### src/rtl/clock_display_pkg.sv
// Shared constants for the multiplexed 7-segment display path.
// Glyphs are active-low, packed {g,f,e,d,c,b,a}.
package clock_display_pkg;

  localparam int SEG_A = 0;
  localparam int SEG_B = 1;
  localparam int SEG_C = 2;
  localparam int SEG_D = 3;
  localparam int SEG_E = 4;
  localparam int SEG_F = 5;
  localparam int SEG_G = 6;

  localparam logic [6:0] BIT_A = 7'(1) << SEG_A;
  localparam logic [6:0] BIT_B = 7'(1) << SEG_B;
  localparam logic [6:0] BIT_C = 7'(1) << SEG_C;
  localparam logic [6:0] BIT_D = 7'(1) << SEG_D;
  localparam logic [6:0] BIT_E = 7'(1) << SEG_E;
  localparam logic [6:0] BIT_F = 7'(1) << SEG_F;
  localparam logic [6:0] BIT_G = 7'(1) << SEG_G;

  // Each glyph lists its lit segments, then inverts for the common-anode pins.
  localparam logic [6:0] SEG_0    = ~(BIT_A | BIT_B | BIT_C | BIT_D | BIT_E | BIT_F);
  localparam logic [6:0] SEG_1    = ~(BIT_B | BIT_C);
  localparam logic [6:0] SEG_2    = ~(BIT_A | BIT_B | BIT_D | BIT_E | BIT_G);
  localparam logic [6:0] SEG_3    = ~(BIT_A | BIT_B | BIT_C | BIT_D | BIT_G);
  localparam logic [6:0] SEG_4    = ~(BIT_B | BIT_C | BIT_F | BIT_G);
  localparam logic [6:0] SEG_5    = ~(BIT_A | BIT_C | BIT_D | BIT_F | BIT_G);
  localparam logic [6:0] SEG_6    = ~(BIT_A | BIT_C | BIT_D | BIT_E | BIT_F | BIT_G);
  localparam logic [6:0] SEG_7    = ~(BIT_A | BIT_B | BIT_C);
  localparam logic [6:0] SEG_8    = ~(BIT_A | BIT_B | BIT_C | BIT_D | BIT_E | BIT_F | BIT_G);
  localparam logic [6:0] SEG_9    = ~(BIT_A | BIT_B | BIT_C | BIT_D | BIT_F | BIT_G);
  localparam logic [6:0] SEG_DASH = ~BIT_G;
  localparam logic [6:0] SEG_OFF  = 7'h7F;

  // Never returns less than 1 so it is always usable as a vector width.
  function automatic int clog2(input int value);
    int result;
    int v;
    result = 0;
    v = value - 1;
    while (v > 0) begin
      result = result + 1;
      v = v >> 1;
    end
    return (result < 1) ? 1 : result;
  endfunction

endpackage

### src/rtl/bcd_to_seg7.sv
// Combinational BCD to active-low 7-segment decoder; codes 10..15 render a dash.
module bcd_to_seg7
  import clock_display_pkg::*;
(
  input  logic [3:0] bcd_i,
  output logic [6:0] seg_o
);

  always_comb begin
    seg_o = SEG_DASH;
    case (bcd_i)
      4'd0:    seg_o = SEG_0;
      4'd1:    seg_o = SEG_1;
      4'd2:    seg_o = SEG_2;
      4'd3:    seg_o = SEG_3;
      4'd4:    seg_o = SEG_4;
      4'd5:    seg_o = SEG_5;
      4'd6:    seg_o = SEG_6;
      4'd7:    seg_o = SEG_7;
      4'd8:    seg_o = SEG_8;
      4'd9:    seg_o = SEG_9;
      default: seg_o = SEG_DASH;
    endcase
  end

endmodule

### src/rtl/bcd_display_scan.sv
// Multiplexed common-anode display scanner with frame-synchronous digit capture.
// Optional LEADING_ZERO_BLANK_EN blanks leading zero digits (digit 0 always shown).
module bcd_display_scan
  import clock_display_pkg::*;
#(
  parameter int NUM_DIGITS  = 4,
  parameter int REFRESH_DIV = 50000
) (
  input  logic                          clk,
  input  logic                          clrn,
  input  logic                          en,
  input  logic [4*NUM_DIGITS-1:0]       bcd,
  input  logic [NUM_DIGITS-1:0]         dp_in,
  output logic [6:0]                    seg,
  output logic                          dp,
  output logic [NUM_DIGITS-1:0]         an,
  output logic [clog2(NUM_DIGITS)-1:0]  idx
);

  localparam int IDX_W = clog2(NUM_DIGITS);
  localparam int CNT_W = clog2(REFRESH_DIV);
  localparam logic [IDX_W-1:0] IDX_LAST = IDX_W'(NUM_DIGITS - 1);
  localparam logic [CNT_W-1:0] CNT_LAST = CNT_W'(REFRESH_DIV - 1);

  logic [CNT_W-1:0]        count_q, count_d;
  logic [IDX_W-1:0]        idx_q, idx_d;
  logic [4*NUM_DIGITS-1:0] shadow_bcd_q, shadow_bcd_d;
  logic [NUM_DIGITS-1:0]   shadow_dp_q, shadow_dp_d;
  logic [6:0]              seg_q, seg_d;
  logic                    dp_q, dp_d;
  logic [NUM_DIGITS-1:0]   an_q, an_d;

  logic                    scan_tick;
  logic [3:0]              cur_digit;
  logic [6:0]              cur_glyph;
  logic                    blank;

  always_comb begin
    scan_tick    = en && (count_q == CNT_LAST);
    count_d      = count_q;
    idx_d        = idx_q;
    shadow_bcd_d = shadow_bcd_q;
    shadow_dp_d  = shadow_dp_q;
    if (en) begin
      count_d = scan_tick ? '0 : count_q + 1'b1;
    end
    if (scan_tick) begin
      idx_d = (idx_q == IDX_LAST) ? '0 : idx_q + 1'b1;
      // Capture only at the frame boundary so a frame never mixes old and new digits.
      if (idx_q == IDX_LAST) begin
        shadow_bcd_d = bcd;
        shadow_dp_d  = dp_in;
      end
    end
  end

  assign cur_digit = shadow_bcd_q[4*idx_q +: 4];

  bcd_to_seg7 u_dec (
    .bcd_i (cur_digit),
    .seg_o (cur_glyph)
  );

`ifdef LEADING_ZERO_BLANK_EN
  // zero_above[k] is set when shadow digits k..NUM_DIGITS-1 are all zero.
  logic [NUM_DIGITS:0] zero_above;
  assign zero_above[NUM_DIGITS] = 1'b1;
  generate
    for (genvar gi = 0; gi < NUM_DIGITS; gi++) begin : g_lz
      assign zero_above[gi] = zero_above[gi+1] && (shadow_bcd_q[4*gi +: 4] == 4'd0);
    end
  endgenerate
  assign blank = (idx_q != '0) && zero_above[idx_q];
`else
  assign blank = 1'b0;
`endif

  always_comb begin
    seg_d = SEG_OFF;
    dp_d  = 1'b1;
    an_d  = '1;
    if (en) begin
      seg_d        = blank ? SEG_OFF : cur_glyph;
      dp_d         = ~shadow_dp_q[idx_q];
      an_d[idx_q]  = 1'b0;
    end
  end

  always_ff @(posedge clk or negedge clrn) begin
    if (!clrn) begin
      count_q      <= '0;
      idx_q        <= '0;
      shadow_bcd_q <= '0;
      shadow_dp_q  <= '0;
      seg_q        <= SEG_OFF;
      dp_q         <= 1'b1;
      an_q         <= '1;
    end else begin
      count_q      <= count_d;
      idx_q        <= idx_d;
      shadow_bcd_q <= shadow_bcd_d;
      shadow_dp_q  <= shadow_dp_d;
      seg_q        <= seg_d;
      dp_q         <= dp_d;
      an_q         <= an_d;
    end
  end

  assign seg = seg_q;
  assign dp  = dp_q;
  assign an  = an_q;
  assign idx = idx_q;

endmodule

### config.mk
export PLATFORM = sky130hd
export DESIGN_NAME = bcd_display_scan
export DESIGN_NICKNAME = d
export VERILOG_FILES = /design/src/rtl/clock_display_pkg.sv /design/src/rtl/bcd_to_seg7.sv /design/src/rtl/bcd_display_scan.sv
export SDC_FILE = /design/constraint.sdc
export NUM_CORES = 1
export LEC_CHECK = 0
export BUFFER_PORTS_ARGS = -buffer_cell sky130_fd_sc_hd__buf_2
export CORE_MARGIN = 5
export CORE_UTILIZATION = 40
export DETAILED_ROUTE_END_ITERATION = 10
export GPL_TIMING_DRIVEN = 0
export PLACE_DENSITY = 0.72
export SETUP_SLACK_MARGIN = 0.05
export SYNTH_ARGS = -nofsm -noshare
export SYNTH_HDL_FRONTEND = slang
export SYNTH_SLANG_ARGS = --single-unit
export TNS_END_PERCENT = 1
### constraint.sdc
create_clock -name clk -period 2.63 [get_ports clk]
set_clock_uncertainty 0.2 [all_clocks]
set_input_delay 0.263 -clock clk [delete_from_list [all_inputs] [get_ports clk]]
set_output_delay 0.263 -clock clk [all_outputs]
set_load 0.02 [all_outputs]
==> results of run 1 <==
## flip-flops by register name, summed over array words and instances (netlist names)
| register | flops |
|---|---|
| count_q | 16 |
| shadow_bcd_q | 16 |
| seg | 7 |
| an | 4 |
| shadow_dp_q | 4 |
| idx | 2 |
| dp | 1 |
## power by group through the flow
stage | registers, mW | logic, mW | clock network [mW]
3_3_place_gp | 0.909 | 0.157 | 0
4_1_cts | 0.895 | 0.190 | 0.564
2_1_floorplan | 0.902 | 0.103 | 0
3_5_place_dp | 0.910 | 0.165 | 0
5_1_grt | 0.908 | 0.213 | 0.587
6_report | 0.897 | 0.187 | 0.544
## final cells by class
type | instances | area share [%]
Buffer | 8 | 1.581
Tap cell | 75 | 3.120
Sequential cell | 50 | 42.10
Clock inverter | 3 | 1.456
Inverter | 7 | 0.8735
Timing Repair Buffer | 56 | 12.81
Clock buffer | 5 | 2.288
Multi-Input combinational cell | 122 | 35.77
## per-stage QoR
stage	hold WS, ns	worst slack (ns)	util (%)
finish	0.2151	0.1662	51.11
global route	0.2363	0.06283	51.11
CTS	0.2116	0.1599	51.08
detailed placement	0.2916	0.1806	45.60
global placement	0.2916	0.2003	45.60
floorplan	-0.2326	0.2765	-
## kinds of logic (layout without fill, tap and decap cells)
group                      Yosys count  in the layout  share of synthesized area (%)
AOI/OAI and AO/OA                   13             13                          2.850
xor gates and xnor gates            13             13                          4.715
muxes                               30             30                          19.27
adders and majority gates           11             11                          5.699
buffers and inverters               15             79                          3.005
DFF                                 50             50                          52.44
and+or+nand+nor                     55             55                          12.02
## synthesized netlist by cell type
cell / count / area (um^2)
o21ai_1: 8 / 40.04
nand3_1: 1 / 5.000
nand4bb_1: 1 / 11.26
nor2_1: 12 / 45.04
xnor2_1: 6 / 52.55
dfstp_2: 12 / 315.3
o31ai_1: 1 / 7.510
or4b_1: 1 / 10.01
nor3_1: 4 / 20.02
and2_1: 1 / 6.260
nor4_1: 1 / 6.260
mux2_4: 20 / 300.3
inv_1: 7 / 26.28
or4_1: 1 / 7.510
a21oi_1: 3 / 15.01
ha_1: 11 / 137.6
o22ai_1: 1 / 6.260
nand2b_1: 1 / 6.260
clkbuf_1: 5 / 18.77
mux2_2: 1 / 11.26
dfrtp_1: 38 / 950.9
buf_6: 2 / 22.52
xor2_1: 7 / 61.31
or2_2: 1 / 6.260
nand2_2: 1 / 6.260
nand2_1: 19 / 71.32
mux4_2: 5 / 112.6
nor4_4: 1 / 21.27
and3_1: 1 / 6.260
buf_2: 1 / 5.000
nand4_1: 7 / 43.79
mux2i_1: 3 / 30.03
mux2_1: 1 / 11.26
or4bb_1: 1 / 11.26
or2_1: 1 / 6.260
## cells in the final DEF, fill, tap and decap left out, drive strengths merged, types with 2 or more instances in the layout
master,n
dfrtp,38
buf,38
mux2,22
dlygate4sd3,21
nand2,20
nor2,12
dfstp,12
ha,11
clkbuf,10
o21ai,8
inv,8
nand4,7
xor2,7
xnor2,6
mux4,5
nor3,4
a21oi,3
mux2i,3
nor4,2
or2,2
## final timing paths
| check | startpoint | end | slack [ns] | cells past startpoint |
|---|---|---|---|---|
| setup reg to reg | count_q[0] | shadow_dp_q[1] | 0.17 | 6 |
| hold reg to reg | count_q[12] | count_q[12] | 0.30 | 1 |
| max in group asynchronous | clrn | count_q[13] | 1.08 | 2 |
| min in group asynchronous | clrn | count_q[7] | 0.49 | 2 |
| hold / removal | en | count_q[0] | 0.22 | 2 |
| setup / recovery | count_q[0] | shadow_dp_q[1] | 0.17 | 6 |
## what timing repair did
item / 4_1_cts / 5_1_grt
resized for setup: 0 / 2
hold buffers: 21 / 0
hold endpoints to repair: 58 / 0
endpoints found under the setup margin: 0 / 1
## routing by layer
layer	vias to the layer above	wire length, um
li1	771	-
met1	729	2035
met2	41	1966
met3	6	245
met4	0	78
met5	-	0
==> results.md, run 1 <==
- GRT overflow: 0
- Syn-to-layout area delta: 24.56%
- Worst-path maximum fanout: 10
- Clk buf depth: 2
- Yosys cell types: 35
- Worst-margin pin slew: 1.070 ns
- Design area: 3008 um^2
- Post-route setup TNS: 0 ns
- I/O Pins: 37
- WL final: 4.325 mm
- Cell Area, Placed: 2684 um^2
- NetSw: 420.0 uW
- Largest net degree at the start of global routing: 51
- Final net count: 284
- Tot Pwr: 1.628 mW
- Sequential fraction of the synthesis area: 52.44%
- Global Route met3 Usage: 2.916%
- Gate power share: 11.5%
- Vias per cell: 4.745
- Synth warn: 0
- Final Cycle Share: 93.68%
- Fillcell total: 509
- RSZ-0062 raised after global routing: no
- Vias post-DR: 1547
- Fin crit period: 2.464 ns
- Clock tree sinks: 50
- WS Path Type: flop to flop
- Internal power: 1.208 mW
- Crit-path cells: ha_1 > or4b_1 > nor4_4 > nand2_2 > buf_6 > mux2_4
- CP Launch Type: flop
- Mapped Area: 2415 um^2
- Crit path max-delay cell type: or4b_1
- DP HPWL: 3.096 mm
- Worst path buffer plus inverter count: 1
- CP required: 2.63 ns
- CP max stage delay: 0.50 ns
- Clk root buf: clkbuf_8
- VDD IR max: 0.0002531 V
- P_leak: 1.452 nW
- Fmax: 405.9 MHz
- # Post-CTS Setup Buffers: 0
- Final setup fails: 0
- Post-DRT Antenna Nets: 0
- Pre-antenna DRT Iters: 4
- Hold Path Class: primary input to flop
- Reg area: 1266 um^2
- Placed Cells: 297
- Final cell count without fillers: 326
- Die Y: 87.70 um
- Total of max-cap violations: 0
- Area of the multi-input gates: 1076 um^2
- Global-route wire length before repair: 7.672 mm
- Vias in the first global route: 1588
- Syn nets: 221
- Relative slew margins: 28.70%
- CTS tree: built
- GRT Util Overall: 12.69%
- Layer with the highest usage: met2
- Pwr/cell area: 541.4 nW/um^2
- Die area: 7691 um^2
- Slew Viols, Final: 0
- Switching share of power: 25.79%
- H-tree Lvls: 2
- Initial antenna violation count: 0
- TritonCTS Buffers: 5
- Crit-path leading delay family: simple AND/OR/NAND/NOR gates
- Cells after Synth: 187
- Clock share of power: 33.4%
- Core Area: 5886 um^2
- Synthesized area per cell: 12.91 um^2
- Row count: 28
- Worst EP arrival: 2.46 ns
- Drt initial violations: 41
- Final hold violation count: 0
- GP Congestion: 0.7727
- Status: completed
- WL/cell: 13.27 um
- Reg power frac: 55.1%
- Share of layout cells above drive strength 1: 35.06%
- Met2 Resource Use GR: 20.34%
- Clk_lat worst skew: 0.31 ns
- Chip width: 87.70 um
- Diode count: 0
- PortBufs: 35
- Starting density of the core: 41.03%
- Grt met1 use: 17.06%
- Clock-pin slew on the worst setup and hold paths: 0.09 ns
- Seq cells post-synth: 50
- Worst setup EP type: flop
- DRC Markers: 0
No activity file was read; power rests on OpenSTA's default activity.
==> run 2: changes to the inputs <==
--- a/config.mk
+++ b/config.mk
@@ -10,7 +10,7 @@
 export CORE_UTILIZATION = 40
 export DETAILED_ROUTE_END_ITERATION = 10
 export GPL_TIMING_DRIVEN = 0
-export PLACE_DENSITY = 0.72
+export PLACE_DENSITY = 0.74
 export SETUP_SLACK_MARGIN = 0.05
 export SYNTH_ARGS = -nofsm -noshare
 export SYNTH_HDL_FRONTEND = slang
==> constraint.sdc (replaced) <==
create_clock -name clk -period 2.05 [get_ports clk]
set_clock_uncertainty 0.2 [all_clocks]
set_input_delay 0.205 -clock clk [delete_from_list [all_inputs] [get_ports clk]]
set_output_delay 0.205 -clock clk [all_outputs]
set_load 0.02 [all_outputs]
==> run 2 against run 1 <==
Effect of this change:
- the flow now finishes with violations (negative setup slack)
- first-iteration DRC count unchanged
- final area rose by 6.2%
- sequential power is 29% higher
- routed wire length grew 6.6%
- final cell count is 3.4% higher
- worst hold slack lost 0.058 ns
- maximum frequency rose by 10%
- utilization is 3.2 points higher
- total power rose by 41%
- critical path depth shrank 1
- non-clock buffer count is 11 higher
- global-route usage up 0.41 points
- critical path type unchanged
==> results.md, run 2 (same netlist as run 1, synthesis figures left out) <==
- Die Y: 87.70 um (unchanged)
- Post-DRT Antenna Nets: 0 (unchanged)
- Fin crit period: 2.237 ns (was 2.464 ns)
- Worst EP arrival: 2.23 ns (was 2.46 ns)
- GRT overflow: 0 (unchanged)
- Final Cycle Share: 109.1% (was 93.68%)
- Chip width: 87.70 um (unchanged)
- Relative slew margins: 30.82% (was 28.70%)
- Worst R2R End: shadow_bcd_q[5] (was shadow_dp_q[1])
- I/O Pins: 37 (unchanged)
- H-tree Lvls: 2 (unchanged)
- CP max stage delay: 0.55 ns (was 0.50 ns)
- CTS tree: built (unchanged)
- Pwr/cell area: 716.0 nW/um^2 (was 541.4 nW/um^2)
- Failing checks: negative setup slack
- Most frequent cells in the layout: 36 x buf_2, 35 x dfrtp_1, 22 x mux2_4 (was 38 x dfrtp_1, 36 x buf_2, 21 x dlygate4sd3_1)
- Clk buf depth: 2 (unchanged)
- VDD IR max: 0.0003026 V (was 0.0002531 V)
- Vias post-DR: 1621 (was 1547)
- Pre-antenna DRT Iters: 4 (unchanged)
- Starting density of the core: 41.03% (unchanged)
- Clk root buf: clkbuf_8 (unchanged)
- Crit-path cells: or4bb_4 > nor4_4 > nand2_2 > buf_8 > mux2_4 (was ha_1 > or4b_1 > nor4_4 > nand2_2 > buf_6 > mux2_4)
- Vias in the first global route: 1599 (was 1588)
- Clock tree sinks: 50 (unchanged)
- TritonCTS Buffers: 5 (unchanged)
- Fillcell total: 511 (was 509)
- P_leak: 1.547 nW (was 1.452 nW)
- Largest net degree at the start of global routing: 51 (unchanged)
- Core Area: 5886 um^2 (unchanged)
- Global-route wire length before repair: 7.803 mm (was 7.672 mm)
- Hold endpoint: count_q[0] (unchanged)
- Drt initial violations: 41 (unchanged)
- Final net count: 295 (was 284)
- Worst R2R Path Depth: 5 (was 6)
- Most common cell after layout, fill and taps aside: buf_2 (was dfrtp_1)
- Cell Area, Placed: 2714 um^2 (was 2684 um^2)
- Hold WS: 0.1575 ns (was 0.2151 ns)
- Final hold violation count: 0 (unchanged)
- Total of max-cap violations: 0 (unchanged)
- WL final: 4.609 mm (was 4.325 mm)
- Reg-to-reg startpoint: count_q[7] (was count_q[0])
- DP HPWL: 3.059 mm (was 3.096 mm)
- CP Launch Type: flop (unchanged)
- Setup WS post-layout: -0.1865 ns (was 0.1662 ns)
- Worst-margin pin slew: 1.038 ns (was 1.070 ns)
- DRC Markers: 0 (unchanged)
- WL/cell: 13.68 um (was 13.27 um)
- Clock-pin slew on the worst setup and hold paths: 0.09 ns (about the same)
- Worst path buffer plus inverter count: 1 (unchanged)
- WS Path Type: flop to flop (unchanged)
- CP required: 2.04 ns (was 2.63 ns)
- Hold Path Class: primary input to flop (unchanged)
- Worst setup EP type: flop (unchanged)
- Status: finished with violations (was completed)
- PortBufs: 35 (unchanged)
- Syn-to-layout area delta: 32.33% (was 24.56%)
- Crit path max-delay cell type: or4bb_4 (was or4b_1)
- GP Congestion: 0.7557 (was 0.7727)
- Worst hold path depth: 2 (unchanged)
- Die area: 7691 um^2 (unchanged)
- Initial antenna violation count: 0 (unchanged)
- Clk_lat worst skew: 0.31 ns (about the same)
- Worst-path maximum fanout: 10 (unchanged)
- Reg-to-reg slack, setup: -0.19 ns (was 0.17 ns)
- Slew Viols, Final: 0 (unchanged)
- Share of layout cells above drive strength 1: 43.13% (was 35.06%)
- GRT Util Overall: 13.10% (was 12.69%)
- Worst hold path startpoint: en (unchanged)
- Diode count: 0 (unchanged)
- Final setup fails: 23 (was 0)
- Fmax: 447.1 MHz (was 405.9 MHz)
- Design area: 3196 um^2 (was 3008 um^2)
- Row count: 28 (unchanged)
- RSZ-0062 raised after global routing: yes (was no)
- Vias per cell: 4.810 (was 4.745)
- Crit-path leading delay family: simple AND/OR/NAND/NOR gates (unchanged)
-- run 2: where the power goes --
part / leakage [nW] / switching, mW / internal, mW
Clock: 0.0683 / 0.325 / 0.489
Sequential: 0.633 / 0.0978 / 1.06
Combinational: 0.845 / 0.135 / 0.178
Total: 1.55 / 0.558 / 1.73
-- run 2: how the worst max path moves through the flow --
stage                     from         endpoint  cells after the start
floorplan           count_q[0]  shadow_bcd_q[0]                      6
global placement    count_q[0]  shadow_bcd_q[4]                      6
detailed placement  count_q[0]  shadow_bcd_q[4]                      6
CTS                 count_q[1]  shadow_bcd_q[4]                      6
global route            idx[0]           seg[4]                      8
finish              count_q[7]  shadow_bcd_q[5]                      5
-- run 2: timing repair --
| item | CTS | global route |
|---|---|---|
| hold buffers | 21 | 0 |
| endpoints found under the hold margin | 58 | 0 |
| endpoints found under the setup margin | 38 | 38 |
| gates resized for setup | 9 | 9 |
| pin swaps | 4 | 3 |
| setup buffers | 3 | 8 |
-- run 2: metrics by stage --
step	power (mW)	instances	worst slack (ns)	TNS (ns)	utilization (%)
final	2.288	337	-0.1865	-3.714	54.29
after global routing	2.411	337	-0.2543	-5.410	54.29
after CTS	2.293	329	-0.2559	-6.887	52.95
after detailed placement	1.393	297	-0.2808	-7.744	46.11
after global placement	1.377	297	-0.2646	-7.309	46.11
after floorplan	1.301	187	-0.09053	-1.874	-
-- run 2: routing by layer --
metal	vias up	share of wire, %	global-route usage (%)
met5	-	0	0
met4	0	1.2	3.347
li1	792	-	-
met2	42	48	20.14
met3	7	5.6	3.293
met1	780	46	18.60
-- run 2: final cells by class --
class / count / area (um^2) / area share [%]
Timing Repair Buffer: 67 / 471.7 / 14.76
Inverter: 7 / 26.28 / 0.8222
Multi-Input combinational cell: 122 / 1122 / 35.12
Sequential cell: 50 / 1270 / 39.74
Tap cell: 75 / 93.84 / 2.937
Clock inverter: 3 / 68.82 / 2.153
Clock buffer: 5 / 68.82 / 2.153
Buffer: 8 / 73.82 / 2.310
==> run 3: changes to the inputs <==
--- a/config.mk
+++ b/config.mk
@@ -14,5 +14,6 @@
 export SETUP_SLACK_MARGIN = 0.05
 export SYNTH_ARGS = -nofsm -noshare
 export SYNTH_HDL_FRONTEND = slang
+export SYNTH_HIERARCHICAL = 1
 export SYNTH_SLANG_ARGS = --single-unit
 export TNS_END_PERCENT = 1
==> run 3 against run 2 <==
Effect of this change:
- the flow still finishes with violations (negative setup slack)
- first-iteration DRC count up 98%
- via count up 4.8%
- critical path depth unchanged
- non-clock buffer count down 4
- utilization down 3.5 points
- area after synthesis up 5.0%
- largest cell class unchanged
- largest power group unchanged
==> results.md, run 3 <==
- Post-synthesis async set-or-reset flop share: 100.0% (unchanged)
- Fin crit period: 2.266 ns (was 2.237 ns)
- PortBufs: 36 (was 35)
- Worst-path maximum fanout: 10 (unchanged)
- Synth top area share: 37.51% (was 39.38%)
- Post-route setup TNS: -4.610 ns (was -3.714 ns)
- WS Path Type: flop to flop (unchanged)
- Clk root buf: clkbuf_8 (unchanged)
- Synth warn: 6 (was 0)
- Final cell count without fillers: 343 (was 337)
- GRT Util Overall: 13.35% (was 13.10%)
- Worst path buffer plus inverter count: 1 (unchanged)
- Clk_lat worst skew: 0.30 ns (was 0.31 ns)
- Clock tree sinks: 50 (unchanged)
- Worst EP arrival: 2.25 ns (was 2.23 ns)
- Failing checks: negative setup slack (unchanged)
- Chip width: 89.61 um (was 87.70 um)
- Vias post-DR: 1699 (was 1621)
- EDFF count, synth: 0 (unchanged)
- TritonCTS Buffers: 5 (unchanged)
- Fmax: 441.3 MHz (was 447.1 MHz)
- Tot Pwr: 1.927 mW (was 2.288 mW)
- Drt initial violations: 81 (was 41)
- Main synth FF type: dfrtp_1 (unchanged)
- Seq cells post-synth: 50 (unchanged)
- Clock-pin slew on the worst setup and hold paths: 0.09 ns (about the same)
- Dpl ws: -0.4450 ns (was -0.2808 ns)
- Diode count: 0 (unchanged)
- Final Cycle Share: 110.5% (was 109.1%)
- Syn nets: 229 (was 221)
- Cells after Synth: 196 (was 187)
- Core Area: 6241 um^2 (was 5886 um^2)
- Final hold violation count: 0 (unchanged)
- Share of layout cells above drive strength 1: 39.47% (was 43.13%)
- Largest area contributor in the netlist: dfrtp_1 (unchanged)
- WL/cell: 14.39 um (was 13.68 um)
- CTS tree: built (unchanged)
- Post-DRT Antenna Nets: 0 (unchanged)
- P_leak: 1.529 nW (was 1.547 nW)
- H-tree Lvls: 2 (unchanged)
- Pre-antenna DRT Iters: 4 (unchanged)
- Relative slew margins: 27.86% (was 30.82%)
- Crit path max-delay cell type: or4bb_4 (unchanged)
- Largest net degree at the start of global routing: 51 (unchanged)
- VDD IR max: 0.0004258 V (was 0.0003026 V)
- Most frequent cells in the layout: 36 x dfrtp_1, 36 x buf_2, 21 x mux2_4, 21 x dlygate4sd3_1, 12 x dfstp_2 (was 36 x buf_2, 35 x dfrtp_1, 22 x mux2_4)
- Die Y: 89.61 um (was 87.70 um)
- GP Congestion: 0.7560 (was 0.7557)
- Crit-path cells: or4bb_4 > nor4_4 > nand2_2 > buf_6 > mux2_4 (was or4bb_4 > nor4_4 > nand2_2 > buf_8 > mux2_4)
- Initial antenna violation count: 0 (unchanged)
- CP max stage delay: 0.56 ns (was 0.55 ns)
- Crit path from: count_q[5] (was count_q[7])
- Yosys cell types: 43 (was 35)
- Die area: 8029 um^2 (was 7691 um^2)
- Final net count: 298 (was 295)
- RSZ-0062 raised after global routing: yes (unchanged)
- Count leader, synth: dfrtp_1 (unchanged)
- Setup WS post-layout: -0.2160 ns (was -0.1865 ns)
- Starting density of the core: 40.62% (was 41.03%)
- Area contributors post-synth: dfrtp_1 38%, dfstp_2 12%, mux2_4 12%, ha_1 4.9%, mux4_2 4.4% (was dfrtp_1 39%, dfstp_2 13%, mux2_4 12%, ha_1 5.7%, mux4_2 4.7%)
- Most common library cells after synthesis: 38 x dfrtp_1, 20 x mux2_4, 12 x dfstp_2 (was 38 x dfrtp_1, 20 x mux2_4, 19 x nand2_1)
- Vias per cell: 4.953 (was 4.810)
- DRC Markers: 0 (unchanged)
- Reg-to-reg startpoint: count_q[5] (was count_q[7])
- Placed Cells: 309 (was 297)
- Worst-margin pin slew: 1.082 ns (was 1.038 ns)
- Syn-to-layout area delta: 25.07% (was 32.33%)
- Final setup fails: 28 (was 23)
- Worst setup EP type: flop (unchanged)
- Sequential fraction of the synthesis area: 49.95% (was 52.44%)
- Crit-path leading delay family: simple AND/OR/NAND/NOR gates (unchanged)
- GRT overflow: 0 (unchanged)
- CP required: 2.04 ns (about the same)
- Mapped Area: 2535 um^2 (was 2415 um^2)
- Pwr/cell area: 607.9 nW/um^2 (was 716.0 nW/um^2)
- Clk buf depth: 2 (unchanged)
- CP Launch Type: flop (unchanged)
- I/O Pins: 37 (unchanged)
- Row count: 29 (was 28)
- Total of max-cap violations: 0 (unchanged)
- WL final: 4.936 mm (was 4.609 mm)
- Synthesized area per cell: 12.93 um^2 (was 12.91 um^2)
- Status: finished with violations (unchanged)
- Slew Viols, Final: 0 (unchanged)
- DP HPWL: 3.269 mm (was 3.059 mm)
- Vias in the first global route: 1697 (was 1599)
- Global-route wire length before repair: 8.204 mm (was 7.803 mm)
- Worst hold path startpoint: en (unchanged)
- Hold Path Class: primary input to flop (unchanged)
-- run 3: changes by cell type after synthesis, moves of 3 or more --
cell,change
xor2_1,-3
and4_1,+3
buf_6,+3
o21ai_0,+5
nand2b_1,+9
o21ai_1,-8
nor3_1,-3
nand2_1,-8
-- run 3: tightest hold or removal path: cells and delay by family --
kind / cells / cell delay, ns
buffers and inverters: 2 / 0.30
and+or+nand+nor: 1 / 0.11
-- run 3: cell type report --
class                   instances  area, um^2
well taps                      77       96.34
plain buffers                   9       82.58
clock inverters                 2       10.01
repair buffers                 62       427.9
clock buffers                   6       72.57
fillers                       551        3070
multi-input cells             130        1186
flip-flops and latches         50        1269
inverters                       7       26.28
-- run 3: kinds of logic after synthesis --
kind of cell    Yosys count  share of synthesized area (%)
xor+xnor                 12                          4.146
buf+inv                  16                          3.850
fa+ha+maj                10                          4.936
flops                    50                          49.95
mux                      27                          17.13
compound gates           14                          3.258
simple gates             67                          16.73
-- run 3: worst paths after layout --
check,to,slack [ns],cells past startpoint
hold reg to reg,shadow_dp_q[2],0.32,1
setup reg to reg,shadow_dp_q[0],-0.22,5
min in group asynchronous,count_q[11],0.45,2
max in group asynchronous,count_q[5],0.48,2
setup / recovery,shadow_dp_q[0],-0.22,5
hold / removal,seg[3],0.15,3
-- run 3: routing by layer --
| metal | vias to the layer above | global-route usage [%] | wire (um) |
|---|---|---|---|
| li1 | 827 | - | - |
| met1 | 821 | 18.09 | 2191 |
| met2 | 44 | 21.28 | 2397 |
| met3 | 7 | 3.193 | 277 |
| met4 | 0 | 4.060 | 70 |
| met5 | - | 0 | 0 |
-- run 3: report_power, final --
group          internal, mW  total, mW  switching (mW)  leakage (nW)
Sequential             1.05       1.12          0.0663         0.634
Combinational         0.142      0.261           0.119         0.850
Clock                 0.237      0.548           0.311        0.0450
-- run 3: what timing repair did --
action                                  in CTS  in global routing
endpoints found under the setup margin      32                 38
endpoints found under the hold margin       58                  0
hold buffers                                21                  0
pin swaps                                    2                  1
resized for setup                            6                  7
buffers inserted                             1                  4
-- run 3: metrics by stage --
| step | utilization, % | instance area, um^2 | hold slack (ns) |
|---|---|---|---|
| finish | 50.80 | 3171 | 0.1456 |
| global route | 50.80 | 3171 | 0.1775 |
| CTS | 50.10 | 3127 | 0.1392 |
| detailed placement | 45.07 | 2813 | 0.2386 |
| global placement | 45.07 | 2813 | 0.2354 |
| floorplan | - | 2536 | -0.2906 |
